**config.mk**
```make
export PLATFORM = sky130hd
export DESIGN_NAME = sin_meas
export DESIGN_NICKNAME = d
export VERILOG_FILES = /design/src/rtl/sin_meas.sv
export SDC_FILE = /design/constraint.sdc
export NUM_CORES = 1
export LEC_CHECK = 0
export BUFFER_PORTS_ARGS = -buffer_cell sky130_fd_sc_hd__buf_2
export CAP_MARGIN = 20
export CORE_ASPECT_RATIO = 0.8
export CORE_MARGIN = 2
export CORE_UTILIZATION = 50
export DETAILED_ROUTE_END_ITERATION = 10
export PLACE_DENSITY_LB_ADDON = 0.25
export SYNTH_ARGS = -nofsm -noshare
export SYNTH_HDL_FRONTEND = slang
export SYNTH_SLANG_ARGS = --single-unit
```
**constraint.sdc**
```tcl
create_clock -name clk -period 4.6 [get_ports clk]
set_input_delay 1.38 -clock clk [delete_from_list [all_inputs] [get_ports clk]]
set_output_delay 1.38 -clock clk [all_outputs]
set_load 0.02 [all_outputs]
```
**src/rtl/sin_meas.sv**
```systemverilog
// Sine-wave ADC characteriser: tracks min/max over NUM_PERIODS rising midscale
// crossings and reports peak-to-peak, midpoint and average period in samples.
module sin_meas #(
    parameter int CODE_W      = 8,
    parameter int HYST        = 2,
    parameter int NUM_PERIODS = 4,
    parameter int CNT_W       = 16
) (
    input  logic              clk,
    input  logic              rst_n,
    input  logic [CODE_W-1:0] code_in,
    input  logic              code_valid,
    input  logic              start,
    output logic              busy,
    output logic              done,
    output logic              err,
    output logic [CODE_W-1:0] code_max,
    output logic [CODE_W-1:0] code_min,
    output logic [CODE_W-1:0] amp_pp,
    output logic [CODE_W-1:0] dc_mid,
    output logic [CNT_W-1:0]  period_cycles
);
    localparam logic [CODE_W-1:0] LO_TH   = CODE_W'(2 ** (CODE_W - 1) - HYST);
    localparam logic [CODE_W-1:0] HI_TH   = CODE_W'(2 ** (CODE_W - 1) + HYST);
    localparam int                SHIFT   = $clog2(NUM_PERIODS);
    localparam int                XC_W    = SHIFT + 1;
    localparam logic [XC_W-1:0]   XC_LAST = XC_W'(NUM_PERIODS - 1);

    typedef enum logic [1:0] {S_IDLE, S_ARM, S_MEAS, S_DONE} state_t;

    state_t            state_q, state_d;
    logic [CODE_W-1:0] min_q, min_d, max_q, max_d;
    logic [CNT_W-1:0]  cnt_q, cnt_d;
    logic [XC_W-1:0]   xc_q, xc_d;
    logic              below_q, below_d;
    logic              err_q, err_d;
    logic [CODE_W-1:0] res_max_q, res_max_d, res_min_q, res_min_d;
    logic [CODE_W-1:0] amp_q, amp_d, dc_q, dc_d;
    logic [CNT_W-1:0]  per_q, per_d;

    logic              is_low, is_cross, cnt_full, load_res, timeout;
    logic [CODE_W-1:0] min_upd, max_upd;
    logic [CODE_W:0]   sum;

    assign is_low   = (code_in <= LO_TH);
    assign is_cross = below_q && (code_in >= HI_TH);
    assign cnt_full = (cnt_q == {CNT_W{1'b1}});
    assign min_upd  = (code_in < min_q) ? code_in : min_q;
    assign max_upd  = (code_in > max_q) ? code_in : max_q;

    always_comb begin
        state_d   = state_q;
        min_d     = min_q;
        max_d     = max_q;
        cnt_d     = cnt_q;
        xc_d      = xc_q;
        below_d   = below_q;
        err_d     = err_q;
        res_max_d = res_max_q;
        res_min_d = res_min_q;
        amp_d     = amp_q;
        dc_d      = dc_q;
        per_d     = per_q;
        load_res  = 1'b0;
        timeout   = 1'b0;
        sum       = '0;

        case (state_q)
            S_IDLE, S_DONE: begin
                state_d = S_IDLE;
                if (start) begin
                    state_d = S_ARM;
                    min_d   = '1;
                    max_d   = '0;
                    cnt_d   = '0;
                    xc_d    = '0;
                    below_d = 1'b0;
                end
            end
            S_ARM: begin
                if (code_valid) begin
                    if (cnt_full) begin
                        state_d  = S_DONE;
                        load_res = 1'b1;
                        timeout  = 1'b1;
                    end else if (is_cross) begin
                        // The arming crossing opens the window as sample index 0.
                        state_d = S_MEAS;
                        cnt_d   = '0;
                        min_d   = min_upd;
                        max_d   = max_upd;
                        below_d = 1'b0;
                    end else begin
                        cnt_d = cnt_q + CNT_W'(1);
                        if (is_low) below_d = 1'b1;
                    end
                end
            end
            S_MEAS: begin
                if (code_valid) begin
                    min_d = min_upd;
                    max_d = max_upd;
                    if (cnt_full) begin
                        state_d  = S_DONE;
                        load_res = 1'b1;
                        timeout  = 1'b1;
                    end else begin
                        cnt_d = cnt_q + CNT_W'(1);
                        if (is_cross) begin
                            below_d = 1'b0;
                            xc_d    = xc_q + XC_W'(1);
                            if (xc_q == XC_LAST) begin
                                state_d  = S_DONE;
                                load_res = 1'b1;
                            end
                        end else if (is_low) begin
                            below_d = 1'b1;
                        end
                    end
                end
            end
            default: state_d = S_IDLE;
        endcase

        // Results are taken from the post-update working values so the final sample counts.
        if (load_res) begin
            sum       = {1'b0, max_d} + {1'b0, min_d};
            res_max_d = max_d;
            res_min_d = min_d;
            amp_d     = max_d - min_d;
            dc_d      = CODE_W'(sum >> 1);
            per_d     = timeout ? {CNT_W{1'b1}} : (cnt_d >> SHIFT);
            err_d     = timeout;
        end
    end

    always_ff @(posedge clk or negedge rst_n) begin
        if (!rst_n) begin
            state_q   <= S_IDLE;
            min_q     <= '0;
            max_q     <= '0;
            cnt_q     <= '0;
            xc_q      <= '0;
            below_q   <= 1'b0;
            err_q     <= 1'b0;
            res_max_q <= '0;
            res_min_q <= '0;
            amp_q     <= '0;
            dc_q      <= '0;
            per_q     <= '0;
        end else begin
            state_q   <= state_d;
            min_q     <= min_d;
            max_q     <= max_d;
            cnt_q     <= cnt_d;
            xc_q      <= xc_d;
            below_q   <= below_d;
            err_q     <= err_d;
            res_max_q <= res_max_d;
            res_min_q <= res_min_d;
            amp_q     <= amp_d;
            dc_q      <= dc_d;
            per_q     <= per_d;
        end
    end

    assign busy          = (state_q == S_ARM) || (state_q == S_MEAS);
    assign done          = (state_q == S_DONE);
    assign err           = err_q;
    assign code_max      = res_max_q;
    assign code_min      = res_min_q;
    assign amp_pp        = amp_q;
    assign dc_mid        = dc_q;
    assign period_cycles = per_q;
endmodule
```
==> results of run 1 <==
==> layout by cell type (no fill, tap or decap), types with 3 or more instances in the layout <==
cell and count:
dfrtp_1 85, and3_1 7, a22oi_1 3, nand3_1 12, buf_4 95, o221ai_1 5
buf_2 59, clkbuf_16 9, xor2_1 7, a31oi_1 7, a21oi_2 7, a21oi_1 41
o22a_1 19, ha_1 28, mux2_2 5, xnor2_1 7, o21ai_2 3, ha_4 5
mux2i_1 16, nor2_1 53, o21ai_0 52, nand2_1 73, inv_1 40, nor3_1 6
a211oi_2 3, ha_2 3, nand4_1 7, o31ai_1 4, o21ai_1 6, nor2_2 5
==> cells by family after synthesis <==
group,synth area share
AOI/OAI and AO/OA,0.2236
and+or+nand+nor,0.1512
DFF,0.4048
buffers and inverters,0.05738
adders and majority gates,0.09333
muxes,0.04119
xor gates and xnor gates,0.02857
==> worst max-delay path, cell delays in order <==
cell and delay (ps):
buf_2 130, buf_4 140, ha_1 300, o21ai_1 130
nor2_1 70, a211oi_2 290, buf_6 200, nor2_1 70
a21oi_2 160, a21oi_1 90, a21oi_1 180, a21oi_1 100
o22ai_2 180, inv_1 70, ha_1 250, a21o_1 190
a21oi_2 170, nor2_1 60, nor2_1 140, o41ai_2 120
a221oi_1 240, o21ai_0 120
==> state kept, by name (all words and copies together) (netlist names), 3 cells and up <==
signal,count
code_max,8
period_cycles,15
dc_mid,8
xc_q,3
cnt_q,16
min_q,8
code_min,8
amp_pp,8
max_q,8
==> routing by layer <==
layer / vias to the layer above / GRT usage
li1: 2395 / -
met2: 198 / 0.4104
met4: 0 / 0.05853
met1: 2350 / 0.3968
met3: 17 / 0.05865
met5: - / 0
==> what timing repair did <==
action | in CTS | in global routing
endpoints found under the setup margin | 1 | 9
endpoints found under the hold margin | 0 | 0
pin swaps | 0 | 26
setup buffers | 0 | 14
resized for setup | 2 | 30
==> through the flow <==
stage | total power [mW] | hold WS, ps | worst slack (ps) | cells
6_report | 4.706 | 474.6 | 35.92 | 877
5_1_grt | 5.055 | 496.5 | -221.0 | 877
4_1_cts | 4.447 | 479.1 | 12.25 | 862
3_5_place_dp | 3.712 | 460.2 | -328.7 | 846
3_3_place_gp | 3.654 | 457.5 | -226.1 | 846
2_1_floorplan | 2.658 | 462.5 | -24.29 | 596
==> power by group through the flow <==
stage          clock network, mW  logic (mW)  registers (mW)
2_1_floorplan                  0        1.74           0.916
3_3_place_gp                   0        2.72           0.930
3_5_place_dp                   0        2.78           0.937
4_1_cts                    0.716        2.81           0.922
5_1_grt                    0.753        3.37           0.936
6_report                   0.704        3.08           0.925
==> cell type report <==
cell class / instances / area, sq um
multi-input cells: 437 / 3038
clock inverters: 5 / 41.29
repair buffers: 157 / 1062
fillers: 849 / 3396
flip-flops and latches: 85 / 2127
clock buffers: 11 / 242.7
well taps: 140 / 175.2
inverters: 42 / 157.7
==> how the worst max path moves through the flow <==
stage / slack [ps] / startpoint / end
2_1_floorplan: -20 / code_in[2] / amp_pp[7]$_DFFE_PN0P_
3_3_place_gp: -230 / code_in[1] / dc_mid[7]$_DFFE_PN0P_
3_5_place_dp: -330 / code_in[1] / dc_mid[7]$_DFFE_PN0P_
4_1_cts: 10 / code_in[5] / dc_mid[7]$_DFFE_PN0P_
5_1_grt: -220 / code_in[1] / amp_pp[6]$_DFFE_PN0P_
6_report: 40 / code_in[6] / dc_mid[7]$_DFFE_PN0P_
==> metrics, run 1 <==
status finished clean; antenna cells 0; most area-consuming cells after synthesis dfrtp_1 40%, ha_1 8.6%, o21ai_0 5.7%; Comb pwr share 0.654; Max Cap Viol 0; Die ar. about 11000 sq um; Clock power frac 0.150; layout overhead on the synthesized area 30.24%; ratio of cells with drive above 1 in the final layout 0.3094; Die Y ~96 microns; Mean Syn Cell Area about 8.8 sq um; CORE AREA about 10000 sq um; Design Area, Final between 6000 and 7000 sq um; Hold Path Stages 2; Crit Path Max Fanout 12; Layout Utilization 0.6684; total internal power 2.600 mW; Synth Net Count roughly 650; top post-synthesis cells by count 85 x dfrtp_1, 73 x nand2_1, 60 x o21ai_0; root buf cell clkbuf_16; Num CTS Buffers 9; Reg-to-Reg End amp_pp[6]$_DFFE_PN0P_; crit path DAT approximately 4800 ps; number of flops mapped to enable cells by yosys 0; routed vias/inst roughly 5.7; via count approximately 5000; R2R depth 23; Top Layer Used met4; Setup TNS 0 ps; Antenna Nets Post-Route 0; number of synthesized register bits 85; Layout Nets roughly 780; fmax approximately 220 MHz; Ports 63; unrepaired setup endpoints after global routing true; Routed WL per cell around 17 microns; period utilization 0.9922; Min Clock Period, post-route between 4000 and 5000 ps; crit end category flip-flop; clock skew slightly above 8 ps; met3 WL post-DR ~1.0 mm; initial drt markers approximately 390; total grt overflow 0; CTS tree yes; leading register cell type out of synthesis dfrtp_1; Worst slew margin 0.3315; Post-Syn Instances approximately 600; switch share 0.4475; vias in the first global route between 4000 and 5000; Hold Crit Class flip-flop to flip-flop; unique cell type count in the Yosys netlist 60; VDD IR-drop max 0.3825 mV; sequential share of the synthesized area 0.4048; DR DRC count 0; Min-Delay Startpoint code_min[4]$_DFFE_PN0P_; reg-to-reg slack, setup slightly above 600 ps; Post-Route M1 WL between 7 and 8 mm; largest net degree at the start of global routing 86; first drt pass iteration count 7; clock buffer depth 2; antenna violations before repair 0; DP Area about 6300 sq um; share of power burned in registers 0.197; # rows 33; worst-margin pin slew around 1000 ps; Clock Sinks between 80 and 90; Critical R2R Launch max_q[1]$_DFF_PN0_; PwrDens just under 700 nW/um^2; Setup violations, final 0; worst skew pair latency 350 ps; Initial Util 0.5132; top cell type's share of synthesized area 0.4048; clk slew on worst S/H paths around 60 ps; final slew viol count 0; leak pwr around 3.4 nW; crit path launch type input port; count of final hold-check violations 0; P_sw 2.106 mW; GRT Resource Usage Total 0.2698; H-tree levels 3; Yosys top cell by area dfrtp_1; HPWL after DPL about 11 mm; width of the die roughly 120 microns; WHS Endpoint code_min[4]$_DFFE_PN0P_; hold buffers post-CTS 0; Crit Path Class input port to flip-flop; ys async rst share 1.000; met2 wire length roughly 6.5 mm; Detailed Route WL about 15 mm; most frequent cell after synthesis dfrtp_1; Yosys warnings 0; Port Buf Inserts 62; Worst EP required approximately 4800 ps; gpl congestion between 0.9 and 1; first-pass GRT wire length 24.01 mm; Post-Syn Area 5255 sq um
No activity file was read; power rests on OpenSTA's default activity.
==> run 2, diff against run 1 <==
--- a/config.mk
+++ b/config.mk
@@ -11,7 +11,7 @@
 export CORE_MARGIN = 2
 export CORE_UTILIZATION = 50
 export DETAILED_ROUTE_END_ITERATION = 10
-export PLACE_DENSITY_LB_ADDON = 0.25
+export PLACE_DENSITY = 0.7
 export SYNTH_ARGS = -nofsm -noshare
 export SYNTH_HDL_FRONTEND = slang
 export SYNTH_SLANG_ARGS = --single-unit
==> metrics, run 2 (synthesized netlist as in run 1, its figures left out) <==
CTS tree yes; fmax 218.5 MHz (-0.27%); Post-Place Worst Slack -378.2 ps (-49.50 ps); initial drt markers 301 (-23%); H-tree levels 3 (unchanged); Setup TNS 0 ps (unchanged); Largest Register cnt_q; Routed WL per cell 17.28 microns (+0.41%); Crit Path Max Fanout 4 (-8); Setup WS post-layout 23.74 ps (-12.18 ps); root buf cell clkbuf_16; Ports 63 (unchanged); Slowest-stage cell, CP fa_2; Clock Sinks 85 (unchanged); Worst path max stage delay 390 ps (+90 ps); R2R depth 25 (+8.7%); Worst EP required 4840 ps (+20 ps); CORE AREA 10240 sq um (unchanged); first drt pass iteration count 5 (-2); status finished clean; Setup violations, final 0 (unchanged); gpl congestion 0.9360 (+0.46%); PwrDens 709.1 nW/um^2 (+3.1%); Critical Path Most Common Cell nor2_1; Port Buf Inserts 62 (unchanged); Antenna Nets Post-Route 0 (unchanged); via count 4972 (+0.24%); CP Buf/Inv Count 2 (-2); clk slew on worst S/H paths 70 ps (about the same); Layout Nets 777 (-0.64%); Worst slew margin 0.4872 (+0.1558); HPWL after DPL 10.84 mm (+0.49%); period utilization 0.9948 (+0.002648); Reg-to-Reg End amp_pp[6]$_DFFE_PN0P_; Hold Crit Class flip-flop to flip-flop; Crit Path Class input port to flip-flop; crit path DAT 4820 ps (+30 ps); ratio of cells with drive above 1 in the final layout 0.3074 (-0.001985); crit end category flip-flop; first-pass GRT wire length 23.89 mm (-0.49%); Die Y 95.70 microns (unchanged); Critical Path Source code_in[5]; worst skew pair latency 350 ps (about the same); max reg flops 16 (unchanged); clock skew 8.475 ps (+0.2475 ps); crit path launch type input port; antenna violations before repair 0 (unchanged); Hold Path Stages 2 (unchanged); layout overhead on the synthesized area 30.21% (about the same); largest net degree at the start of global routing 86 (unchanged); final slew viol count 0 (unchanged); WHS Endpoint code_min[3]$_DFFE_PN0P_; vias in the first global route 4703 (+1.6%); Min-Delay Startpoint code_min[3]$_DFFE_PN0P_; antenna cells 0 (unchanged); Critical R2R Launch max_q[1]$_DFF_PN0_; reg-to-reg slack, setup 580 ps (-30 ps); Initial Util 0.5132 (unchanged); Max Cap Viol 0 (unchanged); hold buffers post-CTS 0 (unchanged); CP delay by family, top compound AO/OA/AOI/OAI gates; Min Clock Period, post-route 4576 ps (+12.18 ps); total grt overflow 0 (unchanged); routed vias/inst 5.702 (+0.82%); unrepaired setup endpoints after global routing true; commonest cells after routing, fill and taps aside 89 x buf_4, 85 x dfrtp_1, 73 x nand2_1; GRT Resource Usage Total 0.2703 (+0.0004518); Num CTS Buffers 9 (unchanged); CP Cell Sequence buf_2, ha_1, a211oi_2, nor2_1, a211oi_2, mux2i_1, a21oi_1, a21oi_2, a21oi_2, nor2_2, a21oi_2, ha_4, inv_4, fa_2, a21oi_2, nor2_1, nor2_2, nor2_2, nor2_1, nor2_1, nor2_1, xor2_1, o21ai_1; width of the die 118.6 microns (unchanged); VDD IR-drop max 0.3578 mV (-6.5%); worst-margin pin slew 769.1 ps (-233.7 ps); leak pwr 3.401 nW (+0.17%); count of final hold-check violations 0 (unchanged); clock buffer depth 2 (unchanged); Detailed Route WL 15.07 mm (-0.16%); commonest non-fill, non-tap cell in the layout buf_4; # rows 33 (unchanged); DR DRC count 0 (unchanged); Die ar. 11350 sq um (unchanged)
[run 2: cell count changes in the layout (fill, tap and decap cells not counted), moves of 2 or more]
cell        before  now
buf_4           95   89
inv_8            0    4
a21oi_1         41   38
a21oi_2          7   10
clkinvlp_4       2    0
ha_1            28   30
[run 2: how the worst max path moves through the flow]
stage                                  endpoint  slack (ps)  depth (start not counted)
after floorplan           amp_pp[7]$_DFFE_PN0P_         -20                         18
after global placement    dc_mid[7]$_DFFE_PN0P_        -260                         19
after detailed placement  dc_mid[7]$_DFFE_PN0P_        -380                         19
after CTS                 amp_pp[6]$_DFFE_PN0P_          30                         25
after global routing      amp_pp[6]$_DFFE_PN0P_        -190                         23
final                     amp_pp[6]$_DFFE_PN0P_          20                         23
[run 2: stage by stage]
step / util / instances / power, mW / instance area, sq um / hold slack, ps
2_1_floorplan: - / 596 / 2.658 / 5359 / 462.5
6_report: 0.6683 / 872 / 4.852 / 6843 / 481.8
5_1_grt: 0.6683 / 872 / 5.193 / 6843 / 502.0
3_5_place_dp: 0.6138 / 844 / 3.724 / 6285 / 460.3
3_3_place_gp: 0.6138 / 844 / 3.663 / 6285 / 456.6
4_1_cts: 0.6463 / 861 / 4.569 / 6618 / 481.3
[run 2: cell type report]
cell class              instances  area [sq um]
flip-flops and latches         85          2127
multi-input cells             437          3033
repair buffers                152          1022
clock buffers                   9         225.2
well taps                     140         175.2
fillers                       868          3397
inverters                      42         160.2
clock inverters                 7         100.1
[run 2: timing repair]
item / 4_1_cts / 5_1_grt
buffers inserted: 1 / 10
cloned: 0 / 0
pin swaps: 0 / 23
resized for setup: 1 / 33
endpoints found under the setup margin: 2 / 10
[run 2: metal layers]
metal	track usage	part of all wire	up-vias
met1	0.3851	0.48	2356
met5	0	0	-
met2	0.4095	0.43	211
met3	0.06102	0.076	23
met4	0.09028	0.016	0
li1	-	-	2382
[run 2: worst min-delay path, delay by kind of cell, from the launching register on]
| kind | cells | cell delay [ps] |
|---|---|---|
| DFF | 1 | 340 |
| and+or+nand+nor | 1 | 40 |
| AOI/OAI and AO/OA | 1 | 60 |
[run 2: power by group]
group	internal, mW	switching, mW	leakage [nW]	total, mW
clock network	0.443	0.356	0.161	0.799
registers	0.841	0.0868	1.16	0.928
logic	1.40	1.73	2.08	3.13
==> run 3, diff against run 2 <==
==> constraint.sdc (replaced) <==
create_clock -name clk -period 5.8 [get_ports clk]
set_input_delay 1.74 -clock clk [delete_from_list [all_inputs] [get_ports clk]]
set_output_delay 1.74 -clock clk [all_outputs]
set_load 0.02 [all_outputs]
==> metrics, run 3 (synthesized netlist as in run 1, its figures left out) <==
Layout Nets 709 (-8.8%); layout overhead on the synthesized area 16.40%; reg-to-reg slack, setup 1540 ps (+960 ps); status finished clean; Setup TNS 0 ps (unchanged); Post-Place Worst Slack 177.8 ps (+556.1 ps); max reg flops 16 (unchanged); clock buffer depth 2 (unchanged); initial drt markers 463 (+54%); crit end category flip-flop; Setup violations, final 0 (unchanged); DP Area 5773 sq um (-8.1%); commonest cells after routing, fill and taps aside 85 x dfrtp_1, 73 x nand2_1, 61 x buf_2; Routed WL per cell 17.36 microns (+0.47%); root buf cell clkbuf_16; Ports 63 (unchanged); routed vias/inst 5.922 (+3.9%); hold buffers post-CTS 0 (unchanged); Hold Path Stages 2 (unchanged); HPWL after DPL 10.09 mm (-7.0%); vias in the first global route 4554 (-3.2%); first drt pass iteration count 5 (unchanged); Num CTS Buffers 9 (unchanged); worst-margin pin slew 765.8 ps (-3.327 ps); fmax between 150 and 200 MHz; Min Clock Period, post-route around 5300 ps; Worst slew margin 0.4876 (about the same); ratio of cells with drive above 1 in the final layout 0.1777 (-0.1297); WHS Endpoint code_min[4]$_DFFE_PN0P_; CTS tree yes; Antenna Nets Post-Route 0 (unchanged); Setup WS post-layout 450.3 ps (+426.6 ps); Crit Path Max Fanout 15 (+11); Min-Delay Startpoint code_min[4]$_DFFE_PN0P_; CORE AREA 10240 sq um (unchanged); Crit Path Class input port to flip-flop; count of final hold-check violations 0 (unchanged); period utilization 0.9224; clk slew on worst S/H paths 70 ps (about the same); antenna cells 0 (unchanged); H-tree levels 3 (unchanged); total grt overflow 0 (unchanged); switch share 0.4720 (+0.02505); Design Area, Final 6117 sq um (-11%); first-pass GRT wire length 23.01 mm (-3.7%); Reg-to-Reg End dc_mid[7]$_DFFE_PN0P_; crit path DAT 5580 ps (+760 ps); Initial Util 0.5132 (unchanged); R2R depth 21 (-16%); largest net degree at the start of global routing 86 (unchanged); share of power burned in registers 0.229 (+0.038); PwrDens 522.0 nW/um^2 (-26%); via count 4761 (-4.2%); DR DRC count 0 (unchanged); gpl congestion 0.9475 (+1.2%); Critical R2R Launch min_q[2]$_DFF_PN0_; Post-CTS Setup Inserts 0 (-1); Port Buf Inserts 62 (unchanged); Total Power 3.193 mW (-34%); Max Cap Viol 0 (unchanged); # rows 33 (unchanged); P_sw 1.507 mW (-30%); worst skew pair latency 350 ps (about the same); width of the die 118.6 microns (unchanged); Die Y 95.70 microns (unchanged); crit path launch type input port; Detailed Route WL 13.96 mm (-7.4%); total internal power 1.686 mW (-37%); Largest Register cnt_q; final slew viol count 0 (unchanged); commonest non-fill, non-tap cell in the layout dfrtp_1; GRT Resource Usage Total 0.2596 (-0.01071); antenna violations before repair 0 (unchanged); Layout Utilization 0.5974 (-0.07087); leak pwr 3.035 nW (-11%); Worst EP required 6030 ps (+1190 ps); VDD IR-drop max 0.2692 mV (-25%); Clock power frac 0.190 (+0.025); clock skew 12.18 ps (+3.708 ps); cts repair resizes 0 (-1); Comb pwr share 0.580 (-0.064); Clock Sinks 85 (unchanged); Hold Crit Class flip-flop to flip-flop; Die ar. 11350 sq um (unchanged); unrepaired setup endpoints after global routing false
run 3: changes by cell type in the layout (fill, tap and decap cells not counted), sizes merged:
cell      previous run  this run
buf                152        84
clkinv               1         2
clkinvlp             0         1
inv                 47        45
run 3: power groups by stage:
stage	logic [mW]	clock network, mW	registers, mW
2_1_floorplan	1.29	0	0.725
6_report	1.85	0.608	0.732
5_1_grt	2.06	0.646	0.739
3_3_place_gp	1.77	0	0.739
3_5_place_dp	1.80	0	0.740
4_1_cts	1.82	0.621	0.729
run 3: cell type report:
class                   count  area, sq um
flip-flops and latches     85         2127
clock inverters             7        91.34
clock buffers               9        225.2
inverters                  42        157.7
fillers                   948         4123
multi-input cells         437         2830
repair buffers             84        510.5
well taps                 140        175.2
run 3: per-stage QoR:
stage                     cells  hold slack, ps
after global placement      787           458.2
after detailed placement    787           462.1
after floorplan             596           443.3
final                       804           476.1
after CTS                   803           479.6
after global routing        804           507.8
run 3: worst max-delay path by stage:
| stage | startpoint | to |
|---|---|---|
| floorplan | code_in[2] | dc_mid[6]$_DFFE_PN0P_ |
| global placement | code_in[5] | dc_mid[6]$_DFFE_PN0P_ |
| detailed placement | code_in[5] | dc_mid[6]$_DFFE_PN0P_ |
| CTS | code_in[5] | dc_mid[7]$_DFFE_PN0P_ |
| global route | code_in[2] | dc_mid[6]$_DFFE_PN0P_ |
| finish | code_in[5] | dc_mid[7]$_DFFE_PN0P_ |
run 3: metal layers:
| metal | track usage | share of wire | up-vias |
|---|---|---|---|
| met5 | 0 | 0 | - |
| met4 | 0.09127 | 0.015 | 0 |
| met3 | 0.06280 | 0.087 | 25 |
| met2 | 0.3807 | 0.42 | 220 |
| met1 | 0.3753 | 0.48 | 2274 |
| li1 | - | - | 2242 |
run 3: worst max-delay path: stages:
cell,delay (ps)
buf_2,160
ha_1,320
a211oi_1,240
nor2_1,80
a211oi_1,370
buf_4,290
nor2_1,60
a21oi_1,160
a21oi_1,90
a21oi_1,200
a21oi_1,90
o22ai_1,390
inv_1,90
ha_1,250
a21o_1,160
a21oi_1,220
nor2_1,60
nor2_1,120
o41ai_2,110
a221oi_1,260
o21ai_0,120
